--- src/rtl/comma_sync.sv ---
// comma_sync: comma-based word lock FSM (HUNT/CHECK/LOCKED) with registered data pass-through.
module comma_sync #(
  parameter int BYTES    = 4,
  parameter int GOOD_CNT = 4,
  parameter int BAD_CNT  = 3,
  parameter int TIMEOUT  = 16
) (
  input  logic               clk_i,
  input  logic               rst_i,
  input  logic [BYTES-1:0]   pattern_i,
  input  logic [BYTES-1:0]   comma_i,
  input  logic [BYTES*8-1:0] data_i,
  input  logic               err_i,
  output logic               hold_o,
  output logic               locked_o,
  output logic               loss_o,
  output logic [1:0]         state_o,
  output logic               valid_o,
  output logic [BYTES-1:0]   comma_o,
  output logic [BYTES*8-1:0] data_o
);
  localparam int GW = $clog2(256);
  localparam int BW = $clog2(256);
  localparam int TW = $clog2(65536);
  typedef enum logic [1:0] {HUNT = 2'b00, CHECK = 2'b01, LOCKED = 2'b10} st_t;
  st_t state;
  logic [GW-1:0] gcnt, ginc;
  logic [BW-1:0] bcnt, binc;
  logic [TW-1:0] tcnt, tnxt;
  logic good, tmo, bad;
  always_comb begin
    good = (comma_i == pattern_i) && !err_i;
    tmo  = (state != HUNT) && (tcnt == TW'(TIMEOUT - 1)) && !good;
    bad  = err_i || ((comma_i != '0) && (comma_i != pattern_i)) || tmo;
    ginc = (gcnt == '1) ? gcnt : gcnt + 1'b1;
    binc = (bcnt == '1) ? bcnt : bcnt + 1'b1;
    tnxt = (good || tmo) ? '0 : (tcnt == '1) ? tcnt : tcnt + 1'b1;
  end
  assign state_o = state;
  always_ff @(posedge clk_i) begin
    if (rst_i) begin
      state    <= HUNT;
      gcnt     <= '0;
      bcnt     <= '0;
      tcnt     <= '0;
      hold_o   <= 1'b0;
      locked_o <= 1'b0;
      loss_o   <= 1'b0;
      valid_o  <= 1'b0;
      comma_o  <= '0;
      data_o   <= '0;
    end else begin
      data_o  <= data_i;
      comma_o <= comma_i;
      valid_o <= (state == LOCKED) && !err_i;
      loss_o  <= 1'b0;
      case (state)
        HUNT: begin
          tcnt <= '0;
          bcnt <= '0;
          gcnt <= '0;
          if (good && GOOD_CNT == 1) begin
            state    <= LOCKED;
            hold_o   <= 1'b1;
            locked_o <= 1'b1;
          end else if (good) begin
            state  <= CHECK;
            gcnt   <= GW'(1);
            hold_o <= 1'b1;
          end
        end
        CHECK: begin
          tcnt <= tnxt;
          if (bad) begin
            state  <= HUNT;
            gcnt   <= '0;
            tcnt   <= '0;
            hold_o <= 1'b0;
          end else if (good && ginc >= GW'(GOOD_CNT)) begin
            state    <= LOCKED;
            gcnt     <= '0;
            bcnt     <= '0;
            locked_o <= 1'b1;
          end else if (good)
            gcnt <= ginc;
        end
        LOCKED: begin
          tcnt <= tnxt;
          if (bad && binc >= BW'(BAD_CNT)) begin
            state    <= HUNT;
            gcnt     <= '0;
            bcnt     <= '0;
            tcnt     <= '0;
            hold_o   <= 1'b0;
            locked_o <= 1'b0;
            loss_o   <= 1'b1;
          end else if (bad)
            bcnt <= binc;
          else if (good)
            bcnt <= '0;
        end
        default: begin
          state    <= HUNT;
          gcnt     <= '0;
          bcnt     <= '0;
          tcnt     <= '0;
          hold_o   <= 1'b0;
          locked_o <= 1'b0;
        end
      endcase
    end
  end
endmodule

--- config.mk ---
export PLATFORM = sky130hd
export DESIGN_NAME = comma_sync
export DESIGN_NICKNAME = d
export VERILOG_FILES = /design/src/rtl/comma_sync.sv
export SDC_FILE = /design/constraint.sdc
export NUM_CORES = 1
export LEC_CHECK = 0
export ABC_AREA = 1
export CAP_MARGIN = 10
export CELL_PAD_IN_SITES_DETAIL_PLACEMENT = 1
export CELL_PAD_IN_SITES_GLOBAL_PLACEMENT = 2
export CORE_UTILIZATION = 26
export CTS_BUF_LIST = sky130_fd_sc_hd__clkbuf_16
export CTS_CLUSTER_DIAMETER = 80
export CTS_CLUSTER_SIZE = 40
export DETAILED_ROUTE_END_ITERATION = 12
export GPL_TIMING_DRIVEN = 0
export HOLD_SLACK_MARGIN = 0.08
export PLACE_DENSITY_LB_ADDON = 0.1
export SLEW_MARGIN = 20
export SYNTH_ARGS = -nofsm -noshare
export SYNTH_HDL_FRONTEND = slang
export SYNTH_SLANG_ARGS = --single-unit
--- constraint.sdc ---
create_clock -name clk_i -period 2.1 [get_ports clk_i]
set_input_delay 0.42 -clock clk_i [delete_from_list [all_inputs] [get_ports clk_i]]
set_output_delay 0.42 -clock clk_i [all_outputs]
set_load 0.005 [all_outputs]
; Yosys cells after proc, flatten, opt, wreduce, memory -nomap -nowiden
; Cells that the tools add are included.
[totals]
mem_count = 0
mem_bits_rw = 0
out_inout_bits = 42
in_bits = 43
romBits = 0
reg_bits = 74
latchBits = 0
wordCells = 86
[op_classes]
multipliers = 0
n_reduce_logical = 21
order_cmp = 2
bitwise = 2
div_mod_pow = 0
addsub = 3
n_eq_ne = 16
mux = 32
shifts = 0
[ops]
columns = op, count
row1 = $mux W8, 11
row2 = $mux W16, 4
row3 = $pmux W16 S2, 1
row4 = $pmux W8 S3, 1
row5 = $add A16 B1 Y16 const B, 1
row6 = $add A8 B1 Y8 const B, 2
row7 = $eq A16 B16 Y1 const B, 1
row8 = $eq A16 B4 Y1 const B, 1
row9 = $eq A8 B8 Y1 const B, 2
row10 = $pmux W8 S2, 1
row11 = $reduce_and A3 Y1, 3
row12 = $ge A8 B2 Y1 const B, 1
row13 = $ge A8 B3 Y1 const B, 1
row14 = $mux W2, 4
row15 = $ne A2 B2 Y1 const B, 4
row16 = $logic_and A1 B1 Y1, 7
row17 = $mux W1, 7
row18 = $pmux W1 S3, 2
row19 = $pmux W2 S3, 1
row20 = $eq A4 B4 Y1, 1
row21 = $ne A4 B3 Y1 const B, 1
row22 = $ne A4 B4 Y1, 1
row23 = $ne A4 B4 Y1 const B, 1
row24 = $reduce_and A4 Y1, 1
row25 = 12 further kinds, 16

; Depth between registers and ports, before layout
; Gate-level depths: netlist of the first run.
[depth]
ltp_word = 8
ltp_mapped = 15
ltp_nobuf = 15

; Least setup slack after synthesis of the first run
; Ideal clock, no wire load.
[synth_timing]
path_kind = reg2reg
from = reg state[0] (netlist: state_o[0])
to = reg tcnt[14]
stages_incl_launch_ff = 16
t_arrival_ns = 1.766
slack_ns = 0.210
t_required_ns = 1.976
setup_time_ns = 0.124
n_path_buf = 1
path_cell_list = dfxtp_1 > inv_1 > ha_1 > inv_1 > nand4_1 > nor2_1 > nand3_1 > nand2_1 > nand2_1 > inv_1 > nand2_2 > nand2_4 > nand2_2 > nand3_4 > buf_6 > a21oi_2
[synth_via]
elab_chain_len = 7
elab_cells_between_ends = 12
cone_classes = eq/ne: 2 / mux: 4 / reduce/logical: 6
[synth_lines]
columns = item, line_no
row1 = from (decl), 26  ; st_t state;
row2 = from (signal assigned), 42  ; state <= HUNT;
row3 = from (signal assigned), 63  ; state <= LOCKED;
row4 = from (signal assigned), 67  ; state <= CHECK;
row5 = $reduce_bool A2 Y1, 33  ; tmo = (state != HUNT) && (tcnt == TW'(TIMEOUT - 1)) && !good;
row6 = $logic_and A1 B1 Y1 (2 in series), 33
row7 = "$logic_or A1 B1 Y1, on equally long branches", "37, 34"
row8 = $mux W16 / $logic_and A1 B1 Y1 (equally long branches), "37, 89"
row9 = "$mux W16, on equally long branches", "89, 74"
row10 = $pmux W16 S2 (*), 57  ; case (state)
row11 = to (signal assigned), 73  ; tcnt <= tnxt;
row12 = to (signal assigned), 88  ; tcnt <= tnxt;
row13 = to (decl), 29  ; logic [TW-1:0] tcnt, tnxt;
; Every way passes the cells marked *; elsewhere a longest branch is shown, timed or not.
; A chain may end at the register's enable or synchronous reset.

; Worst setup path in the final report of the first run
[layout_timing]
from = reg tcnt[0]
to = reg gcnt[5]
[layout_via]
elab_chain_len = 7
elab_cells_between_ends = 10
cone_classes = eq/ne: 3 / mux: 2 / reduce/logical: 5
[layout_lines]
columns = item, line_no
row1 = $eq A16 B4 Y1 (*), 33
row2 = $logic_and A1 B1 Y1 (*) (2 in series), 33
row3 = $logic_or A1 B1 Y1 (*), 34  ; bad = err_i || ((comma_i != '0) && (comma_i != pattern_i)) || tmo;
row4 = $logic_and A1 B1 Y1, 89  ; if (bad && binc >= BW'(BAD_CNT)) begin
row5 = $ne A2 B1 Y1 (no source line), -
row6 = $reduce_and A2 Y1 (no source line), -
row7 = to (signal assigned), 85  ; gcnt <= ginc;
row8 = to (decl), 27  ; logic [GW-1:0] gcnt, ginc;
; Marks and branches as above.

==> metrics.md, run 1 <==
| Metric | Value |
|---|---|
| Crit path kind | register to register |
| Max Clock Skew | 0.0100 ns |
| Slew Viols, Final | 0 |
| Maximum clock path buffer count | 2 |
| Chip Width | 113 µm |
| Clock sink count | 74 |
| Pre-antenna DRT Iters | 4 |
| P_leak | 2.04 nW |
| Starting Density | 26.6% |
| Number of port buffers | 84 |
| Hold Buf Count CTS | 0 |
| Worst VDD drop | 0.381 mV |
| H-tree depth | 3 |
| Number of global-route vias before repair | 2,908 |
| Grt total ovfl | 0 |
| Vias | 2,995 |
| Ys Warns | 0 |
| Core box area | 12,000 µm² |
| WP data arrival | 2.16 ns |
| Area Growth Syn to Fin | 50.7% |
| Tot GR Track Use | 14.8% |
| Hpwl dp | 6580 µm |
| Slew headroom | 51.6% |
| 1st-iter DRT viols | 68 |
| Hold slack | 0.464 ns |
| First-pass GRT wire length | 14,500 µm |
| Final hold vios | 0 |
| Endpoints failing setup | 0 |
| CP cell instances | ha_2, nand3_1, nor2_1, nand3_2, nand2_2, nand2_2, inv_1, nand2_2, buf_4, a21oi_4, buf_4, nor3_1 |
| CTS buffer count | 9 |
| Skew-Pair Late Insertion Delay | 0.34 ns |
| Yosys reg bits | 74 |
| Synthesized Nets | 486 |
| Critical path peak fanout | 4 |
| Clock root cell | clkbuf_16 |
| Hold EP | locked_o$_SDFFE_PP0P_ |
| Routability Congestion | 0.736 |
| Syn_area_per_cell | 7.32 µm² |
| Worst slew pin tran | 0.725 ns |
| Placed cell area | 4220 µm² |
| Worst Setup Start Kind | register |
| Worst r2r src | tcnt[0]$_SDFF_PP0_ |
| PnR Total Power | 3.99 mW |
| Die area | 12,700 µm² |
| Post-route cell area | 4820 µm² |
| CP max stage cell | dfxtp_1 |
| Synth cell types | 29 |
| Row count | 40 |
| Antenna diodes | 0 |
| Tcrit/Tclk final | 93.1% |
| RR Endpoint | gcnt[5]$_SDFFE_PP0P_ |
| Hold path depth | 2 |
| I/O pin cnt | 85 |
| Antenna-violating nets left | 0 |
| Most frequent CP cell | nand2_2 |
| Initial antenna violation count | 0 |
| Fraction of layout cells with a size suffix above 1 | 15.0% |
| CTS tree | done |
| FF-to-FF path depth | 12 |
| Seq/Total Area, Yosys | 46.3% |
| Setup crit end kind | register |
| Layout net count | 598 |
| Cell area after synthesis | 3200 µm² |
| Reg2reg setup slack | 0.15 ns |
| Fmax achieved | 512 MHz |
| Worst min-delay path class | register to register |
| Largest net degree at the start of global routing | 13 |
| Pwr per Cell Area | 829 nW/µm² |
| DRC | 0 |
| Number of max-cap violations | 0 |
| Post-layout minimum cycle time | 1.95 ns |
| Critical Path RT | 2.30 ns |
| Status | finished, final reports clean |
| Max stage delay on crit path | 0.37 ns |
| Die height | 113 µm |
| Worst-path clk slew | 0.06 ns |
| Total Wirelength | 8870 µm |
| Drt wl/cell | 12.7 µm |
| Post-Syn Instances | 437 |
| Hold_sp | locked_o$_SDFFE_PP0P_ |
| Vias per cell | 4.28 |
synthesized netlist by cell type:
library cell	n	area [µm²]
a21oi_1	15	75.1
a21oi_2	2	17.5
buf_1	3	11.3
buf_4	1	7.51
buf_6	1	11.3
clkbuf_1	3	11.3
dfxtp_1	74	1480
ha_1	6	75.1
inv_1	75	282
inv_2	1	3.75
mux2i_1	1	10.0
nand2_1	81	304
nand2_2	5	31.3
nand2_4	1	11.3
nand3_1	34	170
nand3_4	1	17.5
nand4_1	5	31.3
nor2_1	78	293
nor2_2	9	56.3
nor2_4	2	22.5
nor3_1	14	70.1
nor3b_2	1	12.5
o21ai_0	3	15.0
o21ai_2	1	8.76
o21bai_1	1	7.51
o22ai_1	1	6.26
or2_0	1	6.26
xnor2_1	8	70.1
xor2_1	9	78.8
state kept, by name (all words and copies together), names as in the netlist:
name,count
hold_o,1
loss_o,1
state_o,2
tcnt,16
data_o,32
bcnt,8
gcnt,8
valid_o,1
comma_o,4
locked_o,1
worst max-delay path, delay by kind of cell (launching register included):
kind	cells	cell delay, ns
adders and majority gates	1	0.22
AOI/OAI and AO/OA	1	0.18
buffers and inverters	3	0.37
DFF	1	0.37
and+or+nand+nor	7	0.68
power breakdown:
| part | internal (mW) | switching, mW |
|---|---|---|
| combinational | 0.437 | 0.410 |
| sequential | 1.48 | 0.0374 |
| clock | 1.03 | 0.599 |
area by class of cell:
class	instances	area, µm²
Sequential cell	74	1500
Tap cell	147	184
Fill cell	1465	7190
Buffer	8	50.0
Clock buffer	9	225
Clock inverter	6	82.6
Multi-Input combinational cell	279	1480
Timing Repair Buffer	101	1010
Inverter	76	289
stage by stage:
| step | setup TNS (ns) | instances | setup slack [ns] | utilization, % |
|---|---|---|---|---|
| global placement | -9.34 | 668 | -0.368 | 35.2 |
| finish | 0 | 700 | 0.146 | 40.1 |
| global route | -0.0298 | 700 | -0.0252 | 40.1 |
| detailed placement | -12.35 | 668 | -0.383 | 35.2 |
| CTS | 0 | 688 | 0.00810 | 38.8 |
| floorplan | 0 | 437 | 0.210 | - |
metal layers:
metal / vias up / track usage, % / part of all wire [%]
met4: 0 / 7.37 / 2.0
met2: 45 / 23.4 / 48
met5: - / 0 / 0
met3: 13 / 4.50 / 5.0
met1: 1385 / 18.4 / 45
li1: 1552 / - / -
how the worst max path moves through the flow:
stage,slack (ns),cells past startpoint,from,end
after floorplan,0.21,15,state_o[0]$_SDFFE_PP0P_,tcnt[14]$_SDFF_PP0_
after global placement,-0.37,13,comma_i[0],tcnt[14]$_SDFF_PP0_
after detailed placement,-0.38,13,comma_i[0],tcnt[14]$_SDFF_PP0_
after CTS,0.008,7,tcnt[0]$_SDFF_PP0_,tcnt[1]$_SDFF_PP0_
after global routing,-0.03,13,gcnt[0]$_SDFFE_PP0P_,state_o[0]$_SDFFE_PP0P_
final,0.15,12,tcnt[0]$_SDFF_PP0_,gcnt[5]$_SDFFE_PP0P_
placed cells by master (no fill, tap or decap), types with 5 or more instances in the layout:
cell             count
nand2_2              7
nand2_1             77
buf_4               15
dfxtp_2              6
xnor2_1              8
nand3_1             30
inv_1               73
nor2_2              13
a21oi_1             14
nor3_1              13
dfxtp_1             66
nor2_1              74
clkbuf_16            9
xor2_1               9
nand4_1              5
clkdlybuf4s50_1     84
cells by family (layout without fill, tap and decap cells):
| family | after synthesis | after routing | synth area share, % |
|---|---|---|---|
| AO/OA/AOI/OAI | 23 | 23 | 4.07 |
| XOR/XNOR | 17 | 17 | 4.66 |
| buffers and inverters | 84 | 200 | 10.2 |
| flip-flops | 74 | 74 | 46.3 |
| adder cells (fa/ha/maj) | 6 | 6 | 2.35 |
| AND/OR/NAND/NOR | 232 | 232 | 32.1 |
| multiplexers | 1 | 1 | 0.313 |
repair_timing:
item                                    in CTS  in global routing
pin swaps                                    0                  7
hold endpoints to repair                     0                  0
endpoints found under the setup margin      31                 36
buffers inserted                             4                 12
gates resized for setup                     14                 23
cloned                                       1                  0
Note: power is estimated with default switching activity, not from simulation.
==> run 2, diff against run 1 <==
HOLD_SLACK_MARGIN = default   (was 0.08)
SLEW_MARGIN = default   (was 20)
==> results of run 2 <==
No change in the layout: final DEF, timing and power equal those of run 1.
==> variant, RTL diff (flow settings as in run 1) <==
`data_o` no longer has a reset.
--- a/src/rtl/comma_sync.sv
+++ b/src/rtl/comma_sync.sv
@@ -49,7 +49,5 @@
       valid_o  <= 1'b0;
       comma_o  <= '0;
-      data_o   <= '0;
     end else begin
-      data_o  <= data_i;
       comma_o <= comma_i;
       valid_o <= (state == LOCKED) && !err_i;
@@ -111,4 +109,8 @@
     end
   end
+
+  always_ff @(posedge clk_i) begin
+    data_o <= data_i;
+  end
 endmodule
 
Formal check against the unedited RTL: not equivalent (a bounded check fails within 4 cycles, from zero or initial values and one cycle with rst_i high).
==> variant against run 1 <==
  * Clock power down 14%
  * Setup slack got worse by 0.045 ns
  * Synthesized area down 4.7%
  * Synthesized cell count down 14%
  * Routed wire length shrank 3.3%
  * Sequential cell count stayed put
  * Power down 3.0%
  * Final area fell by 4.7%
==> variant: results (changes against run 1) <==
INFO  metric tightestPinTransition = 0.5390 ns (-0.1864 ns)
INFO  metric fillerInstances = 1353 (-7.6%)
INFO  metric multi_input_gate_share_of_the_layout_cell_area = 0.3205 (+0.01307)
INFO  metric grt_start_max_net_pins = 14 (+1)
INFO  metric path_max_fanout = 5 (+1)
INFO  metric clock_area_frac = 0.05887 (-0.005008)
INFO  metric dpl_cell_area = 0.004056 sq mm (-3.9%)
INFO  metric worst_ep_arrival_time = 2.28 ns (+0.12 ns)
INFO  metric routedWlPerCell = 13.57 microns (+7.1%)
INFO  metric n_all_buffers = 100 (-8.3%)
INFO  metric cts.repair_timing.setup_buffer_count = 7 (+3)
INFO  metric skew = 0.007312 ns (-0.002724 ns)
INFO  metric ir_drop = 0.3780 mV (-0.70%)
INFO  metric power-per-cell-area = 843.8 mW/mm^2 (+1.8%)
INFO  metric crit_path_top_delay_cell = dfxtp_4
INFO  metric num-multi-input-gates = 253 (-9.3%)
INFO  metric preCtsSetupSlack = -0.5660 ns (-0.1827 ns)
INFO  metric run_status = completed
INFO  metric min_path_type = in2reg
INFO  metric powerClk = 0.00140 W (-14%)
INFO  metric powerSeq = 0.00158 W (+4%)
INFO  metric drt_iter0_drc = 46 (-32%)
INFO  metric p_sw_frac = 0.2900 (+0.02794)
INFO  metric share_of_the_synthesized_area_in_compound_gates_ao_oa_aoi_oai = 0.05298 (+0.01229)
INFO  metric drt-met1-wl = 3427 microns (-15%)
INFO  metric synth_sequential_area_ratio = 0.4862 (+0.02302)
INFO  metric seq-cell-share = 0.3257 (+0.01513)
INFO  metric count_of_sequential_standard_cells = 74 (unchanged)
INFO  metric power.leakage = 1.806 nW (-11%)
INFO  metric viasPerCell = 4.343 (+1.5%)
INFO  metric final_layout_size_suffix_gt1_frac = 0.1759 (+0.02578)
INFO  metric areaGrowthSynthToFinish = 50.68% (about the same)
INFO  metric grt_util_met3 = 0.03410 (-0.01089)
INFO  metric grt_pass1_vias = 2704 (-7.0%)
INFO  metric cts-resized-gates = 10 (-4)
INFO  metric postRouteWirelength = 8577 microns (-3.3%)
INFO  metric io_buffers = 83 (-1.2%)
INFO  metric grt_first_pass_wirelength = 13390 microns (-7.7%)
INFO  metric synth_fp_nets = 427 (-12%)
INFO  metric synthesis.instances = 378 (-14%)
INFO  metric synth.mux.area_fraction = 0 (-0.003130)
INFO  metric synth_fa_ha_area_frac = 0.02464 (+0.001166)
INFO  metric gpl.final_weighted_congestion = 0.6982 (-5.1%)
INFO  metric detailroute.wirelength.met3 = 222 microns (-50%)
INFO  metric setup.worst_path.start_class = register
INFO  metric placed_cells_incl_taps = 604 (-9.6%)
INFO  metric finish.net_count = 534 (-11%)
INFO  metric detailedPlacementHpwl = 6483 microns (-1.5%)
-- variant: cell count changes after synthesis, sizes merged, moves of 3 or more --
| cell | delta |
|---|---|
| buf | -3 |
| nand4 | +5 |
| nor2 | -23 |
| inv | -29 |
| nor3 | -7 |
| o21ai | +7 |
| nand3 | -8 |
-- variant: per-stage QoR --
stage | util | power (W)
floorplan | - | 0.002035
global placement | 0.3552 | 0.002372
detailed placement | 0.3552 | 0.002384
CTS | 0.3882 | 0.003906
global route | 0.4020 | 0.004121
finish | 0.4020 | 0.003874
-- variant: worst paths after layout --
check,startpoint,to,slack (ns),depth (start not counted)
setup / recovery,bcnt[1]$_SDFFE_PP0P_,tcnt[11]$_SDFF_PP0_,0.10,14
hold / removal,comma_i[0],comma_o[0]$_SDFF_PP0_,0.39,3
setup reg to reg,bcnt[1]$_SDFFE_PP0P_,tcnt[11]$_SDFF_PP0_,0.10,14
hold reg to reg,locked_o$_SDFFE_PP0P_,locked_o$_SDFFE_PP0P_,0.46,2
